**src/rtl/traffic_pkg.sv**
```systemverilog
// -----------------------------------------------------------------------------
// traffic_pkg
// Shared definitions for the traffic light controller and the conflict monitor:
//   - one-hot light encodings (red/yellow/green/off)
//   - monitor fault-cause codes
//   - monitor state enumeration
//   - classify_lights(): per-cycle violation classification of an NS/EW pair
// -----------------------------------------------------------------------------
package traffic_pkg;

  localparam logic [2:0] LIGHT_RED    = 3'b100;
  localparam logic [2:0] LIGHT_YELLOW = 3'b010;
  localparam logic [2:0] LIGHT_GREEN  = 3'b001;
  localparam logic [2:0] LIGHT_OFF    = 3'b000;

  localparam logic [1:0] FAULT_NONE       = 2'b00;
  localparam logic [1:0] FAULT_CONFLICT   = 2'b01;
  localparam logic [1:0] FAULT_NS_INVALID = 2'b10;
  localparam logic [1:0] FAULT_EW_INVALID = 2'b11;

  typedef enum logic [1:0] {
    MON_STARTUP = 2'b00,
    MON_PASS    = 2'b01,
    MON_FLASH   = 2'b10
  } mon_state_t;

  function automatic logic light_valid(input logic [2:0] code);
    return (code == LIGHT_RED) || (code == LIGHT_YELLOW) || (code == LIGHT_GREEN);
  endfunction

  // Priority: NS encoding, then EW encoding, then right-of-way conflict.
  function automatic logic [1:0] classify_lights(input logic [2:0] ns,
                                                 input logic [2:0] ew);
    logic [1:0] cause;
    cause = FAULT_NONE;
    if (!light_valid(ns)) begin
      cause = FAULT_NS_INVALID;
    end else if (!light_valid(ew)) begin
      cause = FAULT_EW_INVALID;
    end else if ((ns != LIGHT_RED) && (ew != LIGHT_RED)) begin
      cause = FAULT_CONFLICT;
    end
    return cause;
  endfunction

endpackage

```
**src/rtl/lamp_flasher.sv**
```systemverilog
// -----------------------------------------------------------------------------
// lamp_flasher
// Half-period divider for fault flashing. While enabled, a counter wraps over
// 0..FLASH_HALF-1 and the phase toggles at each wrap. While disabled it is held
// at count 0 with phase on, so every enable starts with a full "on" phase.
// Ports:
//   clk      in  1  rising-edge clock
//   rst      in  1  synchronous active-high reset
//   en       in  1  run enable
//   phase_on out 1  1 = lamps lit (all-red), 0 = lamps dark
// -----------------------------------------------------------------------------
module lamp_flasher #(
  parameter int FLASH_HALF = 25000
) (
  input  logic clk,
  input  logic rst,
  input  logic en,
  output logic phase_on
);

  localparam int CW = (FLASH_HALF > 1) ? $clog2(FLASH_HALF) : 1;

  logic [CW-1:0] cnt;

  always_ff @(posedge clk) begin
    if (rst || !en) begin
      cnt      <= '0;
      phase_on <= 1'b1;
    end else if (cnt == CW'(FLASH_HALF - 1)) begin
      cnt      <= '0;
      phase_on <= ~phase_on;
    end else begin
      cnt <= cnt + 1'b1;
    end
  end

endmodule

```
**src/rtl/traffic_conflict_monitor.sv**
```systemverilog
// -----------------------------------------------------------------------------
// traffic_conflict_monitor
// Safety stage between the traffic light controller and the physical lamps.
// Holds all-red for STARTUP_RED cycles after reset or a fault clear, then
// passes clean controller codes to the lamps with one cycle of latency.
// Violating codes never reach the lamps; PERSIST consecutive violations latch
// a fault and force flashing all-red until an operator clear arrives on a
// cycle with clean inputs.
// Ports:
//   clk          in  1  rising-edge clock
//   rst          in  1  synchronous active-high reset
//   ns_light_in  in  3  NS code from controller
//   ew_light_in  in  3  EW code from controller
//   clear_fault  in  1  operator fault clear (level, honoured only in FLASH)
//   ns_lamp      out 3  NS lamp drive
//   ew_lamp      out 3  EW lamp drive
//   fault        out 1  latched fault flag
//   fault_code   out 2  cause captured on the latching cycle
// -----------------------------------------------------------------------------
module traffic_conflict_monitor
  import traffic_pkg::*;
#(
  parameter int FLASH_HALF  = 25000,
  parameter int PERSIST     = 3,
  parameter int STARTUP_RED = 1000
) (
  input  logic       clk,
  input  logic       rst,
  input  logic [2:0] ns_light_in,
  input  logic [2:0] ew_light_in,
  input  logic       clear_fault,
  output logic [2:0] ns_lamp,
  output logic [2:0] ew_lamp,
  output logic       fault,
  output logic [1:0] fault_code
);

  localparam int PCW = $clog2(PERSIST + 1);
  localparam int SCW = (STARTUP_RED > 1) ? $clog2(STARTUP_RED) : 1;

  mon_state_t     state;
  logic [SCW-1:0] startup_cnt;
  logic [PCW-1:0] persist_cnt;
  logic [PCW-1:0] persist_next;
  logic [1:0]     viol_code;
  logic           clean;
  logic [2:0]     ns_hold;
  logic [2:0]     ew_hold;
  logic           phase_on;

  assign viol_code    = classify_lights(ns_light_in, ew_light_in);
  assign clean        = (viol_code == FAULT_NONE);
  assign persist_next = persist_cnt + 1'b1;

  lamp_flasher #(
    .FLASH_HALF(FLASH_HALF)
  ) u_flasher (
    .clk      (clk),
    .rst      (rst),
    .en       (state == MON_FLASH),
    .phase_on (phase_on)
  );

  // Control: state, counters and fault latch.
  always_ff @(posedge clk) begin
    if (rst) begin
      state       <= MON_STARTUP;
      startup_cnt <= '0;
      persist_cnt <= '0;
      fault       <= 1'b0;
      fault_code  <= FAULT_NONE;
    end else begin
      case (state)
        MON_STARTUP: begin
          persist_cnt <= '0;
          if (startup_cnt == SCW'(STARTUP_RED - 1)) begin
            startup_cnt <= '0;
            state       <= MON_PASS;
          end else begin
            startup_cnt <= startup_cnt + 1'b1;
          end
        end
        MON_PASS: begin
          if (clean) begin
            persist_cnt <= '0;
          end else begin
            persist_cnt <= persist_next;
            // The cause may change during the run; the latching cycle's wins.
            if (persist_next == PCW'(PERSIST)) begin
              state      <= MON_FLASH;
              fault      <= 1'b1;
              fault_code <= viol_code;
            end
          end
        end
        MON_FLASH: begin
          if (clear_fault && clean) begin
            state       <= MON_STARTUP;
            startup_cnt <= '0;
            persist_cnt <= '0;
            fault       <= 1'b0;
            fault_code  <= FAULT_NONE;
          end
        end
        default: begin
          state <= MON_STARTUP;
        end
      endcase
    end
  end

  // Pass-through lamp register: preloaded to red during startup so a
  // violation on the first PASS cycle holds all-red.
  always_ff @(posedge clk) begin
    if (state == MON_STARTUP) begin
      ns_hold <= LIGHT_RED;
      ew_hold <= LIGHT_RED;
    end else if ((state == MON_PASS) && clean) begin
      ns_hold <= ns_light_in;
      ew_hold <= ew_light_in;
    end
  end

  // Lamp drive is a mux of registered state only, so lamps change on the
  // same edge that changes state (fault latch, clear, reset).
  always_comb begin
    ns_lamp = LIGHT_RED;
    ew_lamp = LIGHT_RED;
    case (state)
      MON_PASS: begin
        ns_lamp = ns_hold;
        ew_lamp = ew_hold;
      end
      MON_FLASH: begin
        if (!phase_on) begin
          ns_lamp = LIGHT_OFF;
          ew_lamp = LIGHT_OFF;
        end
      end
      default: begin
        ns_lamp = LIGHT_RED;
        ew_lamp = LIGHT_RED;
      end
    endcase
  end

endmodule

```
**config.mk**
```make
export PLATFORM = sky130hd
export DESIGN_NAME = traffic_conflict_monitor
export DESIGN_NICKNAME = d
export VERILOG_FILES = /design/src/rtl/traffic_pkg.sv /design/src/rtl/lamp_flasher.sv /design/src/rtl/traffic_conflict_monitor.sv
export SDC_FILE = /design/constraint.sdc
export NUM_CORES = 1
export LEC_CHECK = 0
export BUFFER_PORTS_ARGS = -buffer_cell sky130_fd_sc_hd__clkbuf_2
export CAP_MARGIN = 20
export CORE_ASPECT_RATIO = 1.4
export CORE_UTILIZATION = 59
export CTS_CLUSTER_DIAMETER = 60
export DETAILED_ROUTE_END_ITERATION = 10
export PLACE_DENSITY_LB_ADDON = 0.15
export SYNTH_ARGS = -nofsm -noshare
export SYNTH_HDL_FRONTEND = slang
export SYNTH_SLANG_ARGS = --single-unit
```
**constraint.sdc**
```tcl
create_clock -name clk -period 4.65 [get_ports clk]
set_input_delay 0.6975 -clock clk [delete_from_list [all_inputs] [get_ports clk]]
set_output_delay 0.6975 -clock clk [all_outputs]
set_load 0.05 [all_outputs]
```
After elaboration in Yosys (flattened, before gate mapping)
Cells that the tools add are included.
{"block": "classes", "addsub": 3, "n_eq_ne": 17, "muxes": 23, "bitwise_logic": 1, "n_reduce_logical": 19}
{"cell": "$mux 10", "n": 2}
{"cell": "$pmux 10 s2", "n": 1}
{"cell": "$mux 2", "n": 9}
{"cell": "$add 15x1->15 const B", "n": 1}
{"cell": "$eq 15x15->1 const B", "n": 1}
{"cell": "$pmux 2 s3", "n": 2}
{"cell": "$pmux 3 s2", "n": 2}
{"cell": "$add 10x1->10 const B", "n": 1}
{"cell": "$eq 10x10->1 const B", "n": 1}
{"cell": "$ne 2x2->1 const B", "n": 4}
{"cell": "$reduce_and 4->1", "n": 2}
{"cell": "$eq 3x1->1 const B", "n": 2}
{"cell": "$eq 3x2->1 const B", "n": 2}
{"cell": "$eq 3x3->1 const B", "n": 2}
{"cell": "$ne 3x3->1 const B", "n": 2}
{"cell": "$logic_or 1x1->1", "n": 5}
{"cell": "$eq 2x2->1 const B", "n": 2}
{"cell": "$logic_not 2->1", "n": 2}
{"cell": "$mux 1", "n": 4}
{"cell": "$pmux 2 s2", "n": 1}
{"cell": "$reduce_and 2->1", "n": 2}
{"cell": "$reduce_bool 2->1", "n": 2}
{"cell": "$logic_and 1x1->1", "n": 3}
{"cell": "$mux 3", "n": 1}
{"cell": "other kinds (7)", "n": 7}
{"block": "word_totals", "regBits": 39, "in_bits": 9, "out_inout_bits": 9, "elab_cells": 72}

Longest topological paths before layout
{"block": "logic_depth", "word_depth": 9, "ltp_mapped": 9, "depth_no_buf": 7}

By module
Synthesis repeated with hierarchy kept, for this count alone.
{"block": "unflattened", "cells_unflattened": 261, "hier_area_um2": 2267.2}
{"module": "traffic_conflict_monitor", "instances": 1, "cells_per_inst": 183, "area_per_inst_um2": 1572.8, "seq_area_each_um2": 460.4}
{"module": "lamp_flasher", "instances": 1, "cells_per_inst": 78, "area_per_inst_um2": 694.4, "seq_area_each_um2": 320.3}

Worst setup path before layout
OpenSTA, ideal clock, no wires.
{"block": "synth_path", "kind": "in2reg", "start": "input ew_light_in[0]", "end": "register persist_cnt[0]", "setup_ns": 0.128, "t_arrival_ns": 2.176, "required_ns": 4.522, "slack_ns": 2.347, "stages": 7, "n_path_buf": 1, "path_cell_list": "or3b_4 -> or4b_4 -> o22ai_1 -> or3_1 -> buf_6 -> a2bb2oi_2 -> nor2_1"}
{"block": "synth_via", "elab_chain_len": 9, "elab_cells_between_ends": 16, "classes_between": "5 x eq/ne; 5 x mux; 6 x reduce/logical"}
{"item": "start: declaration", "line": "traffic_conflict_monitor.sv:30", "rtl": "input logic [2:0] ew_light_in,"}
{"item": "$ne 3x3->1, or another cell as far along", "line": "traffic_pkg.sv:40", "rtl": "end else if ((ns != LIGHT_RED) && (ew != LIGHT_RED)) begin"}
{"item": "$logic_and 1x1->1 / $logic_or 1x1->1 (equally long branches)", "line": "traffic_pkg.sv:40, traffic_pkg.sv:28"}
{"item": "$mux 1 / $logic_or 1x1->1 (equally long branches)", "line": "traffic_pkg.sv:40, traffic_pkg.sv:28"}
{"item": "$mux 2 *", "line": "traffic_pkg.sv:38", "rtl": "end else if (!light_valid(ew)) begin"}
{"item": "$mux 2 *", "line": "traffic_pkg.sv:36", "rtl": "if (!light_valid(ns)) begin"}
{"item": "$logic_not 2->1 *", "line": "traffic_conflict_monitor.sv:52", "rtl": "assign clean = (viol_code == FAULT_NONE);"}
{"item": "$logic_and 1x1->1", "line": "traffic_conflict_monitor.sv:97", "rtl": "if (clear_fault && clean) begin"}
{"item": "$ne 2x2->1 (no source line)"}
{"item": "$reduce_and 2->1 (no source line)"}
{"item": "end signal: assignment", "line": "traffic_conflict_monitor.sv:87", "rtl": "persist_cnt <= persist_next;"}
{"item": "end: declaration", "line": "traffic_conflict_monitor.sv:43", "rtl": "logic [PCW-1:0] persist_cnt;"}
Every way passes the cells marked *; elsewhere a longest branch is shown, timed or not.
A chain may end at the register's enable or synchronous reset.

Worst setup path in the final report
{"block": "layout_path", "start": "register state[1]", "end": "output ns_lamp[0]"}
{"block": "layout_via", "elab_chain_len": 2, "elab_cells_between_ends": 3, "classes_between": "2 x eq/ne; 1 x mux"}
{"item": "start: declaration", "line": "traffic_conflict_monitor.sv:41", "rtl": "mon_state_t state;"}
{"item": "start signal: assignment", "line": "traffic_conflict_monitor.sv:67", "rtl": "state <= MON_STARTUP;"}
{"item": "start signal: assignment", "line": "traffic_conflict_monitor.sv:78", "rtl": "state <= MON_PASS;"}
{"item": "start signal: assignment", "line": "traffic_conflict_monitor.sv:90", "rtl": "state <= MON_FLASH;"}
{"item": "$eq 2x2->1 / $eq 2x1->1 (equally long branches)", "line": "traffic_conflict_monitor.sv:129", "rtl": "case (state)"}
{"item": "$pmux 3 s2 *", "line": "traffic_conflict_monitor.sv:129"}
{"item": "end: declaration", "line": "traffic_conflict_monitor.sv:32", "rtl": "output logic [2:0] ns_lamp,"}
Marks and branches as above.

==> impl_metrics.json <==
{
  "grt_overflow_total": 0,
  "cts_tree": "done",
  "outcome": "completed",
  "postCtsHoldBufs": 0,
  "fillers": 304,
  "setup-tns-final_ns": 0,
  "endpoint_kind": "output port",
  "clockBufferDepth": 2,
  "port_buffers": 17,
  "cts_resized": 0,
  "dp_hpwl_mm": 2.77,
  "reg2reg_to": "startup_cnt[5]",
  "antenna_found_initial": 0,
  "post_cts_buffers": 0,
  "gr-usage-all-layers_pct": 23.2,
  "antenna_cells": 0,
  "cp.arrival_ns": 1.72,
  "p_leak_nw": 0.833,
  "syn_area_sq_um": 2050,
  "cts_max_level": 2,
  "clock-root-buffer": "clkbuf_8",
  "reg2reg_slack_ns": 2.41,
  "finalHoldViolCount": 0,
  "nets": 273,
  "clock-sinks": 39,
  "cts_buffers": 5,
  "synth.net_count": 260,
  "dp.cells": 291,
  "crit_fanout": 16,
  "drv_slew": 0,
  "wl_per_cell_um": 12.9,
  "dr_wl_met2_mm": 1.96,
  "netlist.area_leader.share_pct": 38.1,
  "drive_above_1_share_pct": 13.2,
  "p_per_area_nw_per_um2": 303,
  "skew_ns": 0.00476,
  "gp_congestion": 0.765,
  "r2r_cells": 6,
  "maxSlewHeadroom_pct": 63.7,
  "min_period_over_period_pct": 52.0,
  "synth-edff-count": 0,
  "p_int_mw": 0.494,
  "vias": 1743,
  "stdcell_area_sq_um": 2220,
  "synth_warnings": 0,
  "rsz0062_at_grt": "false",
  "via_per_inst": 5.85,
  "drt_iter0_drc": 41,
  "clkPwrFrac_pct": 33.8,
  "postPlaceCellArea_sq_um": 2130,
  "wl_met1_mm": 1.73,
  "core_region_area_sq_um": 3350,
  "synth.area.top_cells": "dfxtp_1 (38%), nand2_1 (5.1%), nor2_1 (4.6%)",
  "peakVddDrop_mv": 0.243,
  "clk_pin_slew_worst_paths_ns": 0.07,
  "layoutNonFillerInstCount": 298,
  "yosys.area.top_type": "dfxtp_1",
  "drc": 0,
  "area_growth_pct": 8.42,
  "rows": 25,
  "grt_pass1_wl_mm": 6.52,
  "synth_seq_cells": 39,
  "required_ns": 3.95,
  "routed_wl_mm": 3.85,
  "power_switching_mw": 0.179,
  "setup_viol": 0,
  "clock_latency_ns": 0.29,
  "top_layer": "met4",
  "synthDistinctLibCells": 50,
  "synthArstFlopShare_pct": 0,
  "cp-start-kind": "register",
  "io_pins": 18,
  "drv_cap": 0,
  "power_frac_comb_pct": 14.3,
  "worstMarginPinSlew_ns": 0.544,
  "die_width_um": 51.8,
  "final_common_cell": "dfxtp_1",
  "hp-class": "reg -> reg",
  "grt_pass1_vias": 1580,
  "synth_flop_cell": "dfxtp_1",
  "min_to": "ns_hold[1]",
  "hold_depth": 2,
  "hp-start": "ns_hold[1]",
  "dr_wl_met3_um": 89,
  "final_cell_mix": "dfxtp_1 (39), nand2_1 (28), nor2_1 (25)",
  "fin_crit_ns": 2.42,
  "dieArea_sq_um": 3720,
  "synth.avg_cell_area_sq_um": 8.37,
  "firstDrtPassIters": 4,
  "netlist_instances": 245,
  "max_clock_freq_ghz": 0.414,
  "r2r_start": "state[0]",
  "seqPwrFrac_pct": 51.9,
  "critPathKind": "reg -> out",
  "ant_nets": 0,
  "grt_max_degree": 18,
  "die_h_um": 71.7,
  "ys_seq_area_share_pct": 38.1,
  "start_util_pct": 61.2,
  "p_sw_share_pct": 26.6
}
==> worst max-delay path by stage <==
stage,endpoint,start,depth (start not counted),slack [ns]
6_report,ns_lamp[0],state[1],4,2.23
5_1_grt,startup_cnt[0],ew_light_in[0],7,2.13
4_1_cts,ns_lamp[0],state[1],4,2.22
3_5_place_dp,startup_cnt[0],ew_light_in[0],7,1.93
3_3_place_gp,startup_cnt[0],ew_light_in[0],7,1.95
2_1_floorplan,persist_cnt[0],ew_light_in[0],7,2.35
==> routing by layer <==
metal / global-route usage, % / up-vias
li1: - / 898
met1: 26.0 / 823
met2: 40.5 / 17
met3: 5.52 / 5
met4: 10.2 / 0
met5: 0 / -
==> metrics by stage <==
stage	worst slack (ns)	util [%]	total power [mW]	hold slack [ns]
final	2.23	66.4	0.673	0.455
after global routing	2.13	66.4	0.701	0.479
after CTS	2.22	66.4	0.679	0.454
after detailed placement	1.93	63.8	0.453	0.443
after global placement	1.95	63.8	0.452	0.439
after floorplan	2.35	-	0.435	0.430
==> power by group through the flow <==
stage                     Clock, mW  Sequential, mW  Combinational [mW]
after floorplan                   0           0.355              0.0806
after global placement            0           0.356              0.0956
after detailed placement          0           0.357              0.0964
after CTS                     0.233           0.349              0.0969
after global routing          0.243           0.351               0.107
final                         0.228           0.349              0.0961
==> critical path, stage by stage, from the launching register on <==
cell and delay, ns:
dfxtp_1 0.31, inv_1 0.09, ha_1 0.51, and3_1 0.25, clkbuf_2 0.28
==> flip-flops by register name (all words and copies together) (netlist names) <==
register	flops
u_flasher.cnt	15
startup_cnt	10
ew_hold	3
ns_hold	3
fault_code	2
persist_cnt	2
state	2
fault	1
u_flasher.phase_on	1
==> kinds of logic (layout without fill, tap and decap cells) <==
logic type | Yosys count | count (layout) | share of synthesized area (%)
AND/OR/NAND/NOR | 116 | 116 | 29.4
buffers and inverters | 18 | 31 | 3.72
AO/OA/AOI/OAI | 49 | 49 | 17.6
multiplexers | 3 | 3 | 1.53
adder cells (fa/ha/maj) | 6 | 6 | 3.66
XOR/XNOR | 14 | 14 | 5.98
flip-flops | 39 | 39 | 38.1
==> area by class of cell <==
class	instances	area, sq um	area share [%]
clock buffers	6	82.6	3.72
inverters	7	26.3	1.18
well taps	40	50.0	2.25
repair buffers	17	85.1	3.83
multi-input cells	188	1190	53.7
flip-flops and latches	39	781	35.1
clock inverters	1	5.00	0.225
==> synthesized netlist by cell type (3+ instances only) <==
| cell | instances |
|---|---|
| and3_1 | 10 |
| nor2_1 | 25 |
| a21oi_1 | 14 |
| nand4_1 | 3 |
| a311oi_1 | 9 |
| o21ai_0 | 5 |
| and2_1 | 3 |
| clkbuf_1 | 7 |
| xnor2_1 | 4 |
| a41oi_1 | 3 |
| nand2_1 | 28 |
| or3_1 | 3 |
| ha_1 | 6 |
| nand2b_1 | 9 |
| nand3_1 | 17 |
| xor2_1 | 10 |
| dfxtp_1 | 39 |
| inv_1 | 7 |
| nor3_1 | 4 |
No activity file was read; power rests on OpenSTA's default activity.
